--- config.mk ---
export PLATFORM = sky130hd
export DESIGN_NAME = gain_oot_core
export DESIGN_NICKNAME = d
export VERILOG_FILES = /design/src/rtl/gain_oot_core.sv
export SDC_FILE = /design/constraint.sdc
export NUM_CORES = 2
export LEC_CHECK = 0
export BUFFER_PORTS_ARGS = -buffer_cell sky130_fd_sc_hd__buf_4
export CAP_MARGIN = 20
export CORE_UTILIZATION = 60
export CTS_BUF_LIST = sky130_fd_sc_hd__clkbuf_16
export DETAILED_ROUTE_END_ITERATION = 6
export PLACE_DENSITY = 0.81
export SYNTH_ARGS = -nofsm -noshare
export SYNTH_HDL_FRONTEND = slang
export SYNTH_SLANG_ARGS = --single-unit
export TNS_END_PERCENT = 50
--- constraint.sdc ---
create_clock -name axis_data_clk -period 13.38 [get_ports axis_data_clk]
set_clock_uncertainty 0.1 [all_clocks]
set_input_delay 2.676 -clock axis_data_clk [delete_from_list [all_inputs] [get_ports axis_data_clk]]
set_output_delay 2.676 -clock axis_data_clk [all_outputs]
set_load 0.02 [all_outputs]
--- src/rtl/gain_oot_core.sv ---
// gain_oot user core: CtrlPort register file, two-stage complex-gain datapath with
// round-half-up and saturation, and a combinational context pass-through.
`timescale 1ns/1ps
module gain_oot_core #(
    parameter int unsigned CHDR_W     = 64,
    parameter logic [19:0] GAIN_ADDR  = 20'h0,
    parameter int unsigned GAIN_FRAC  = 8,
    parameter logic [15:0] GAIN_RESET = 16'h0100
) (
    input  logic              axis_data_clk,
    input  logic              axis_data_rst_n,
    // CtrlPort slave
    input  logic              s_ctrlport_req_wr,
    input  logic              s_ctrlport_req_rd,
    input  logic [19:0]       s_ctrlport_req_addr,
    input  logic [31:0]       s_ctrlport_req_data,
    output logic              s_ctrlport_resp_ack,
    output logic [31:0]       s_ctrlport_resp_data,
    // Input payload / context
    input  logic [31:0]       s_in_payload_tdata,
    input  logic              s_in_payload_tkeep,
    input  logic              s_in_payload_tlast,
    input  logic              s_in_payload_tvalid,
    output logic              s_in_payload_tready,
    input  logic [CHDR_W-1:0] s_in_context_tdata,
    input  logic [3:0]        s_in_context_tuser,
    input  logic              s_in_context_tlast,
    input  logic              s_in_context_tvalid,
    output logic              s_in_context_tready,
    // Output payload / context
    output logic [31:0]       m_out_payload_tdata,
    output logic              m_out_payload_tkeep,
    output logic              m_out_payload_tlast,
    output logic              m_out_payload_tvalid,
    input  logic              m_out_payload_tready,
    output logic [CHDR_W-1:0] m_out_context_tdata,
    output logic [3:0]        m_out_context_tuser,
    output logic              m_out_context_tlast,
    output logic              m_out_context_tvalid,
    input  logic              m_out_context_tready
);

    localparam int unsigned DW = 16;
    localparam int unsigned PW = 32;
    localparam int unsigned RW = PW + 1;
    localparam logic [19:0] SAT_ADDR = GAIN_ADDR + 20'd4;
    localparam logic signed [RW-1:0] RND = 33'sd1 <<< (GAIN_FRAC - 1);
    localparam logic signed [RW-1:0] MAX_S = 33'sd32767;
    localparam logic signed [RW-1:0] MIN_S = -33'sd32768;

    logic                 run;
    logic                 sop;
    logic                 v1;
    logic                 v2;
    logic                 en;
    logic                 hs;
    logic signed [DW-1:0] gain_reg;
    logic signed [DW-1:0] gain_active;
    logic signed [DW-1:0] gain_use;
    logic signed [DW-1:0] in_i;
    logic signed [DW-1:0] in_q;
    logic signed [PW-1:0] p1_i;
    logic signed [PW-1:0] p1_q;
    logic                 keep1;
    logic                 last1;
    logic signed [RW-1:0] r_i;
    logic signed [RW-1:0] r_q;
    logic [DW-1:0]        sat_i;
    logic [DW-1:0]        sat_q;
    logic                 clip_i;
    logic                 clip_q;
    logic [31:0]          sat_count;
    logic [31:0]          rdata_c;
    logic                 gain_wr;
    logic                 sat_wr;
    logic                 unused_data_hi;

    assign unused_data_hi = ^s_ctrlport_req_data[31:16];

    // Stall-all pipeline control
    assign en                  = !v2 || m_out_payload_tready;
    assign s_in_payload_tready = en && run;
    assign hs                  = s_in_payload_tready && s_in_payload_tvalid;

    // First item of a packet picks up the latest programmed gain
    assign gain_use = sop ? gain_reg : gain_active;
    assign in_i     = s_in_payload_tdata[31:16];
    assign in_q     = s_in_payload_tdata[15:0];

    assign gain_wr = s_ctrlport_req_wr && (s_ctrlport_req_addr == GAIN_ADDR);
    assign sat_wr  = s_ctrlport_req_wr && (s_ctrlport_req_addr == SAT_ADDR);

    // Context is forwarded untouched
    assign m_out_context_tdata  = s_in_context_tdata;
    assign m_out_context_tuser  = s_in_context_tuser;
    assign m_out_context_tlast  = s_in_context_tlast;
    assign m_out_context_tvalid = s_in_context_tvalid;
    assign s_in_context_tready  = m_out_context_tready && run;

    assign m_out_payload_tvalid = v2;

    always_ff @(posedge axis_data_clk or negedge axis_data_rst_n) begin
        if (!axis_data_rst_n) begin
            run <= 1'b0;
        end else begin
            run <= 1'b1;
        end
    end

    // Packet-boundary gain latch
    always_ff @(posedge axis_data_clk or negedge axis_data_rst_n) begin
        if (!axis_data_rst_n) begin
            sop         <= 1'b1;
            gain_active <= GAIN_RESET;
        end else if (hs) begin
            if (sop) begin
                gain_active <= gain_reg;
            end
            sop <= s_in_payload_tlast;
        end
    end

    // Stage 1: products
    always_ff @(posedge axis_data_clk or negedge axis_data_rst_n) begin
        if (!axis_data_rst_n) begin
            p1_i  <= '0;
            p1_q  <= '0;
            keep1 <= 1'b0;
            last1 <= 1'b0;
            v1    <= 1'b0;
        end else if (en) begin
            p1_i  <= PW'(in_i) * PW'(gain_use);
            p1_q  <= PW'(in_q) * PW'(gain_use);
            keep1 <= s_in_payload_tkeep;
            last1 <= s_in_payload_tlast;
            v1    <= hs;
        end
    end

    // Round half up, then clip to sc16
    always_comb begin
        r_i    = ($signed({p1_i[PW-1], p1_i}) + RND) >>> GAIN_FRAC;
        r_q    = ($signed({p1_q[PW-1], p1_q}) + RND) >>> GAIN_FRAC;
        clip_i = (r_i > MAX_S) || (r_i < MIN_S);
        clip_q = (r_q > MAX_S) || (r_q < MIN_S);
        sat_i  = r_i[DW-1:0];
        sat_q  = r_q[DW-1:0];
        if (r_i > MAX_S) sat_i = 16'h7fff;
        if (r_i < MIN_S) sat_i = 16'h8000;
        if (r_q > MAX_S) sat_q = 16'h7fff;
        if (r_q < MIN_S) sat_q = 16'h8000;
    end

    // Stage 2: output registers
    always_ff @(posedge axis_data_clk or negedge axis_data_rst_n) begin
        if (!axis_data_rst_n) begin
            m_out_payload_tdata <= '0;
            m_out_payload_tkeep <= 1'b0;
            m_out_payload_tlast <= 1'b0;
            v2                  <= 1'b0;
        end else if (en) begin
            m_out_payload_tdata <= {sat_i, sat_q};
            m_out_payload_tkeep <= keep1;
            m_out_payload_tlast <= last1;
            v2                  <= v1;
        end
    end

    always_ff @(posedge axis_data_clk or negedge axis_data_rst_n) begin
        if (!axis_data_rst_n) begin
            sat_count <= '0;
        end else if (sat_wr) begin
            sat_count <= '0;
        end else if (en && v1 && (clip_i || clip_q) && (sat_count != 32'hffff_ffff)) begin
            sat_count <= sat_count + 32'd1;
        end
    end

    always_comb begin
        rdata_c = '0;
        if (s_ctrlport_req_addr == GAIN_ADDR) begin
            rdata_c = {16'h0, gain_reg};
        end else if (s_ctrlport_req_addr == SAT_ADDR) begin
            rdata_c = sat_count;
        end
    end

    // Register file and single-cycle response
    always_ff @(posedge axis_data_clk or negedge axis_data_rst_n) begin
        if (!axis_data_rst_n) begin
            gain_reg             <= GAIN_RESET;
            s_ctrlport_resp_ack  <= 1'b0;
            s_ctrlport_resp_data <= '0;
        end else begin
            if (gain_wr) begin
                gain_reg <= s_ctrlport_req_data[15:0];
            end
            s_ctrlport_resp_ack  <= s_ctrlport_req_wr || s_ctrlport_req_rd;
            s_ctrlport_resp_data <= s_ctrlport_req_rd ? rdata_c : 32'h0;
        end
    end

endmodule

; After elaboration in Yosys (flattened, before gate mapping)
; Index checks and enable logic that the tools add are counted.
[totals]
regBits = 201
latchBits = 0
ram_bits = 0
romBits = 0
in_bits = 163
out_inout_bits = 140
wordCells = 53
n_memories = 0
[op_classes]
addsub = 3
mul = 2
div_mod_pow = 0
order_cmp = 4
eq_ne = 2
n_shift = 0
n_mux = 10
bitwise = 0
n_reduce_logical = 16
[ops]
columns = operator, count
row1 = 32-bit 2-to-1 mux, 5
row2 = 16-bit 2-to-1 mux, 5
row3 = 32-bit by 9-bit adder with 33-bit output (second input constant), 2
row4 = 16-bit by 16-bit multiplier with 32-bit output, 2
row5 = 25-bit by 16-bit > comparator with 1-bit output (second input constant), 2
row6 = 25-bit by 16-bit less-than comparator with 1-bit output (second input constant), 2
row7 = 32-bit by 1-bit adder with 32-bit output (second input constant), 1
row8 = 32-bit != test (second input constant), 1
row9 = 20-bit by 3-bit == test with 1-bit output (second input constant), 1
row10 = 20-bit zero test, 1
row11 = 1-bit logical AND, 8
row12 = 1-bit logical OR, 5
row13 = 2-bit nonzero test, 1
row14 = 1-bit zero test, 1

; Depth between registers and ports, before layout
[depth]
ltp_word = 8
mapped_depth = 28
ltp_nobuf = 25

; Least setup slack after synthesis
; Ideal clock, no wire load.
[synth_timing]
path_type = input -> register
start = in s_in_payload_tdata[15]
end = reg p1_q[31]
setup_time_ns = 0.137
arrival_time_ns = 8.353
required_time_ns = 13.143
setup_slack_ns = 4.789
stages = 21
path_buffers = 1
cell_sequence = clkbuf_1 nand2_1 inv_1 fa_1 fa_1 fa_1 fa_1 fa_1 inv_1 fa_1 inv_1 ha_1 a21o_1 a21o_1 a21o_1 or4_1 o31a_1 a211o_1 a21oi_1 xnor2_1 a21oi_1
[synth_via]
elab_chain_cells = 1
[synth_lines]
columns = element, line_no
row1 = "start, declared", 20  ; input logic [31:0] s_in_payload_tdata,
row2 = 16-bit by 16-bit multiplier with 32-bit output, 133  ; p1_q <= PW'(in_q) * PW'(gain_use);
row3 = "end signal, assigned", 133
row4 = "end, declared", 63  ; logic signed [PW-1:0] p1_q;
; No other way between the ends.
; A chain may end at the register's enable or synchronous reset.

; Worst setup path in the final report
[layout_timing]
start = in s_in_payload_tdata[25]
end = reg p1_i[27]
[layout_via]
elab_chain_cells = 1
[layout_lines]
columns = element, line_no
row1 = 16-bit by 16-bit multiplier with 32-bit output, 132  ; p1_i <= PW'(in_i) * PW'(gain_use);
row2 = "end signal, assigned", 132
row3 = "end, declared", 62  ; logic signed [PW-1:0] p1_i;
; No other way between the ends.

==> impl_results.rst <==
.. list-table::
   :header-rows: 1

   * - Metric
     - Value
   * - Antenna cell count
     - 0
   * - Post-route DRC violation count
     - 15
   * - Area of the core region
     - ~0.047 mm2
   * - Failing checks
     - DRC
   * - Post-synthesis area per instance
     - about 9.4 um2
   * - Transition time at the pin with the least slew margin
     - just over 1 ns
   * - Number of detailed-routing iterations run before antenna repair
     - 7
   * - Commonest cells after routing, fill and taps aside
     - sky130_fd_sc_hd__inv_1, sky130_fd_sc_hd__fa_1, sky130_fd_sc_hd__nand2_1
   * - Top FF cell, synth
     - sky130_fd_sc_hd__dfrtp_1
   * - Sequential cell area fraction in the yosys report
     - 0.163
   * - Switching power share of the total
     - 0.330
   * - Leakage Power
     - approximately 16 nW
   * - Post-synthesis instance total
     - between 3000 and 4000
   * - Layout fillers
     - 3681
   * - Warning count from the yosys run
     - 0
   * - Unrepaired setup endpoints after global routing
     - false
   * - Via count of the first global-routing pass
     - approximately 23000
   * - GRT Overall Usage
     - 0.299
   * - Biggest regs
     - m_out_payload_tdata (32), s_ctrlport_resp_data (32), sat_count (32)
   * - Largest incremental delay on the critical path
     - between 0.8 and 0.9 ns
   * - Post-CTS resize count
     - 0
   * - # H-tree levels
     - 4
   * - Area added between synthesis and finish
     - 5.43%
   * - Number of antenna violations at the first check in global routing
     - 1
   * - Most common cell after layout, fill and taps aside
     - sky130_fd_sc_hd__inv_1
   * - Maximum number of pins on one net before global-route repair
     - approximately 130
   * - Async S/R FF share, synth
     - 1.00
   * - Register area
     - about 0.0047 mm2
   * - Largest fanout on the critical path
     - 16
   * - Final HPWL from detailed placement
     - between 50000 and 60000 um
   * - Slowest stage cell on the critical path
     - sky130_fd_sc_hd__a2111oi_0
   * - Pwr per Cell Area
     - roughly 47 mW/mm2
   * - Internal power
     - around 960 uW
   * - Port bufs
     - ~150
   * - Multi-input gate area in the final layout
     - between 0.02 and 0.025 mm2
   * - CP cell instances
     - buf_4 -> and2_1 -> fa_1 -> inv_1 -> fa_1 -> fa_1 -> inv_1 -> fa_1 -> fa_1 -> inv_1 -> fa_1 -> inv_1 -> ha_1 -> o21a_1 -> a2111oi_0 -> a21o_1 -> o21ai_0 -> o21a_1 -> o21ai_0 -> nand4b_1 -> o311ai_0
   * - Fin worst setup slack
     - approximately 4.7 ns
   * - Worst setup timing slack at the placement stage
     - approximately 4.3 ns
   * - Longest Clk Path Bufs
     - 2
   * - DR vias/cell
     - around 5.8
   * - Layout cell share with drive strength beyond 1
     - 0.0887
   * - Standard-cell rows
     - roughly 80
   * - First DRT Iteration DRCs
     - approximately 1800
   * - Gpl congestion
     - about 0.9
   * - Setup Crit Path Kind
     - input pin to flip-flop
   * - Post-synth EDFFs
     - 0
   * - Antenna Nets Post-Route
     - 0
   * - Final count of pins violating max slew
     - 0
   * - Die boundary width
     - approximately 220 um
   * - Flops & latches, synth
     - 187
   * - Setup violation total in the final timing report
     - 0
   * - Clock latency on the worst-skew pair
     - 0.46 ns
   * - Via count
     - 21200
   * - Worst hold path class
     - flip-flop to flip-flop
   * - Hold buffer count at cts
     - 0
   * - Highest Clock Rate
     - roughly 110 MHz
   * - Die height
     - 221 um
   * - Final core utilization
     - 0.645
   * - Final hold violation count
     - 0
   * - Family with the most delay on the worst path
     - adder cells
   * - Crit start category
     - input pin
   * - Clock network power share
     - 0.366
   * - Slew Limit Headroom
     - 0.323
   * - Number of distinct standard cells referenced by the synthesized netlist
     - between 70 and 80
   * - Number of setup buffers added after CTS
     - 0
   * - TritonCTS Sinks
     - 187
   * - Share of power burned in combinational logic
     - 0.185
   * - Tot Pwr
     - approximately 1.4 mW
   * - Switching Power
     - around 470 uW
   * - Max Cap Viol
     - 0
   * - Required time reported for the critical path endpoint
     - 13.61 ns
   * - Number of top-level pins
     - roughly 300
   * - Full die area
     - ~0.049 mm2
   * - Run status
     - complete, but fails checks
   * - Synthesized area
     - between 0.02 and 0.03 mm2
   * - Minimum period implied by the final worst setup slack
     - 8.71 ns
   * - Total congestion overflow after global routing
     - 0
   * - Data arrival time of the critical path
     - between 8 and 9 ns
   * - TritonCTS clock tree
     - yes
   * - Summed negative setup slack over all endpoints
     - 0 ns
   * - Starting utilization of the core area
     - 0.612
   * - Final worst path period share
     - 0.651
   * - Share of total power in sequential cells
     - 0.449
   * - Buf+Inv Stages, Crit Path
     - 5
   * - Final #Nets
     - slightly below 4000
   * - Category of the worst setup path capture point
     - flip-flop
   * - Peak ir drop on the vdd network
     - between 0.08 and 0.09 mV
   * - Number of buffers created by CTS
     - 17
   * - DR WL/cell
     - between 15 and 20 um
   * - Global-route wire length before repair
     - roughly 110000 um
   * - Syn_nets
     - approximately 4000
   * - Routed Wire Length
     - a little under 70000 um
   * - Root Driver
     - sky130_fd_sc_hd__clkbuf_16
   * - Clock Pin Slew Worst Setup and Hold Paths
     - about 0.090 ns
   * - Crit-path most repeated cell
     - sky130_fd_sc_hd__fa_1
-- area by class of cell --
cell class                 count  area share
timing repair buffer         161      0.0406
inverter                     592      0.0736
tap                          607      0.0251
multi-input combinational   2059       0.685
clock buffer                  17      0.0141
clock inverter                15     0.00630
sequential                   187       0.155
-- power by group through the flow --
stage                     combinational [mW]  sequential, mW  clock [mW]
after floorplan                        0.153           0.671           0
after global placement                 0.256           0.652           0
after detailed placement               0.262           0.655           0
after CTS                              0.263           0.643       0.533
after global routing                   0.285           0.649       0.557
final                                  0.265           0.644       0.526
-- synth_stat cells, types with 49 or more instances --
master / instances / area (um2)
sky130_fd_sc_hd__buf_4: 72 / 541
sky130_fd_sc_hd__ha_1: 161 / 2010
sky130_fd_sc_hd__a21oi_1: 73 / 365
sky130_fd_sc_hd__o21ai_0: 50 / 250
sky130_fd_sc_hd__nor2_1: 98 / 368
sky130_fd_sc_hd__xnor2_1: 49 / 429
sky130_fd_sc_hd__clkbuf_1: 131 / 492
sky130_fd_sc_hd__nand2_1: 339 / 1270
sky130_fd_sc_hd__and2_1: 232 / 1450
sky130_fd_sc_hd__fa_1: 522 / 10500
sky130_fd_sc_hd__inv_1: 592 / 2220
sky130_fd_sc_hd__a21o_1: 51 / 383
sky130_fd_sc_hd__dfrtp_1: 184 / 4600
-- through the flow --
stage / hold WS [ns] / instance area [um2] / instances
final: 0.371 / 30200 / 3638
after global routing: 0.378 / 30200 / 3638
after CTS: 0.369 / 30200 / 3637
after detailed placement: 0.356 / 29600 / 3605
after global placement: 0.351 / 29600 / 3605
after floorplan: 0.339 / 28700 / 3048
-- path summary, 6_finish.rpt --
path	startpoint	to	slack, ns	depth (start not counted)
min in group asynchronous	axis_data_rst_n	gain_reg[14]	2.23	1
max in group asynchronous	axis_data_rst_n	p1_q[26]	9.48	2
max	s_in_payload_tdata[25]	p1_i[27]	4.67	21
max reg2reg	sop	p1_i[27]	5.42	21
min	last1	m_out_payload_tlast	0.37	2
min reg2reg	last1	m_out_payload_tlast	0.37	2
-- worst register-to-register path, delay by kind of cell, from the launching register on --
family,cells,cell delay (ns)
muxes,1,0.68
adders and majority gates,7,3.34
AOI/OAI and AO/OA,7,2.16
and+or+nand+nor,2,0.51
buffers and inverters,4,0.19
DFF,1,0.86
-- cell families (layout without fill, tap and decap cells) --
| family | after synthesis | count (layout) | share of synthesized area |
|---|---|---|---|
| adder cells (fa/ha/maj) | 683 | 683 | 0.435 |
| AND/OR/NAND/NOR | 917 | 917 | 0.164 |
| XOR/XNOR | 83 | 83 | 0.0254 |
| other | 1 | 1 | 0.000131 |
| buffers and inverters | 802 | 785 | 0.115 |
| flip-flops | 187 | 187 | 0.163 |
| multiplexers | 68 | 68 | 0.0257 |
| AO/OA/AOI/OAI | 307 | 307 | 0.0715 |
-- per-layer routing --
| layer | vias up | wire [um] | share of wire | global-route usage |
|---|---|---|---|---|
| met1 | 10800 | 27500 | 0.40 | 0.399 |
| met5 | - | 9 | 0.00013 | 0 |
| met4 | 2 | 2020 | 0.030 | 0.104 |
| met3 | 174 | 5350 | 0.078 | 0.0525 |
| met2 | 949 | 33200 | 0.49 | 0.497 |
| li1 | 9323 | - | - | - |
Note: power is estimated with default switching activity, not from simulation.
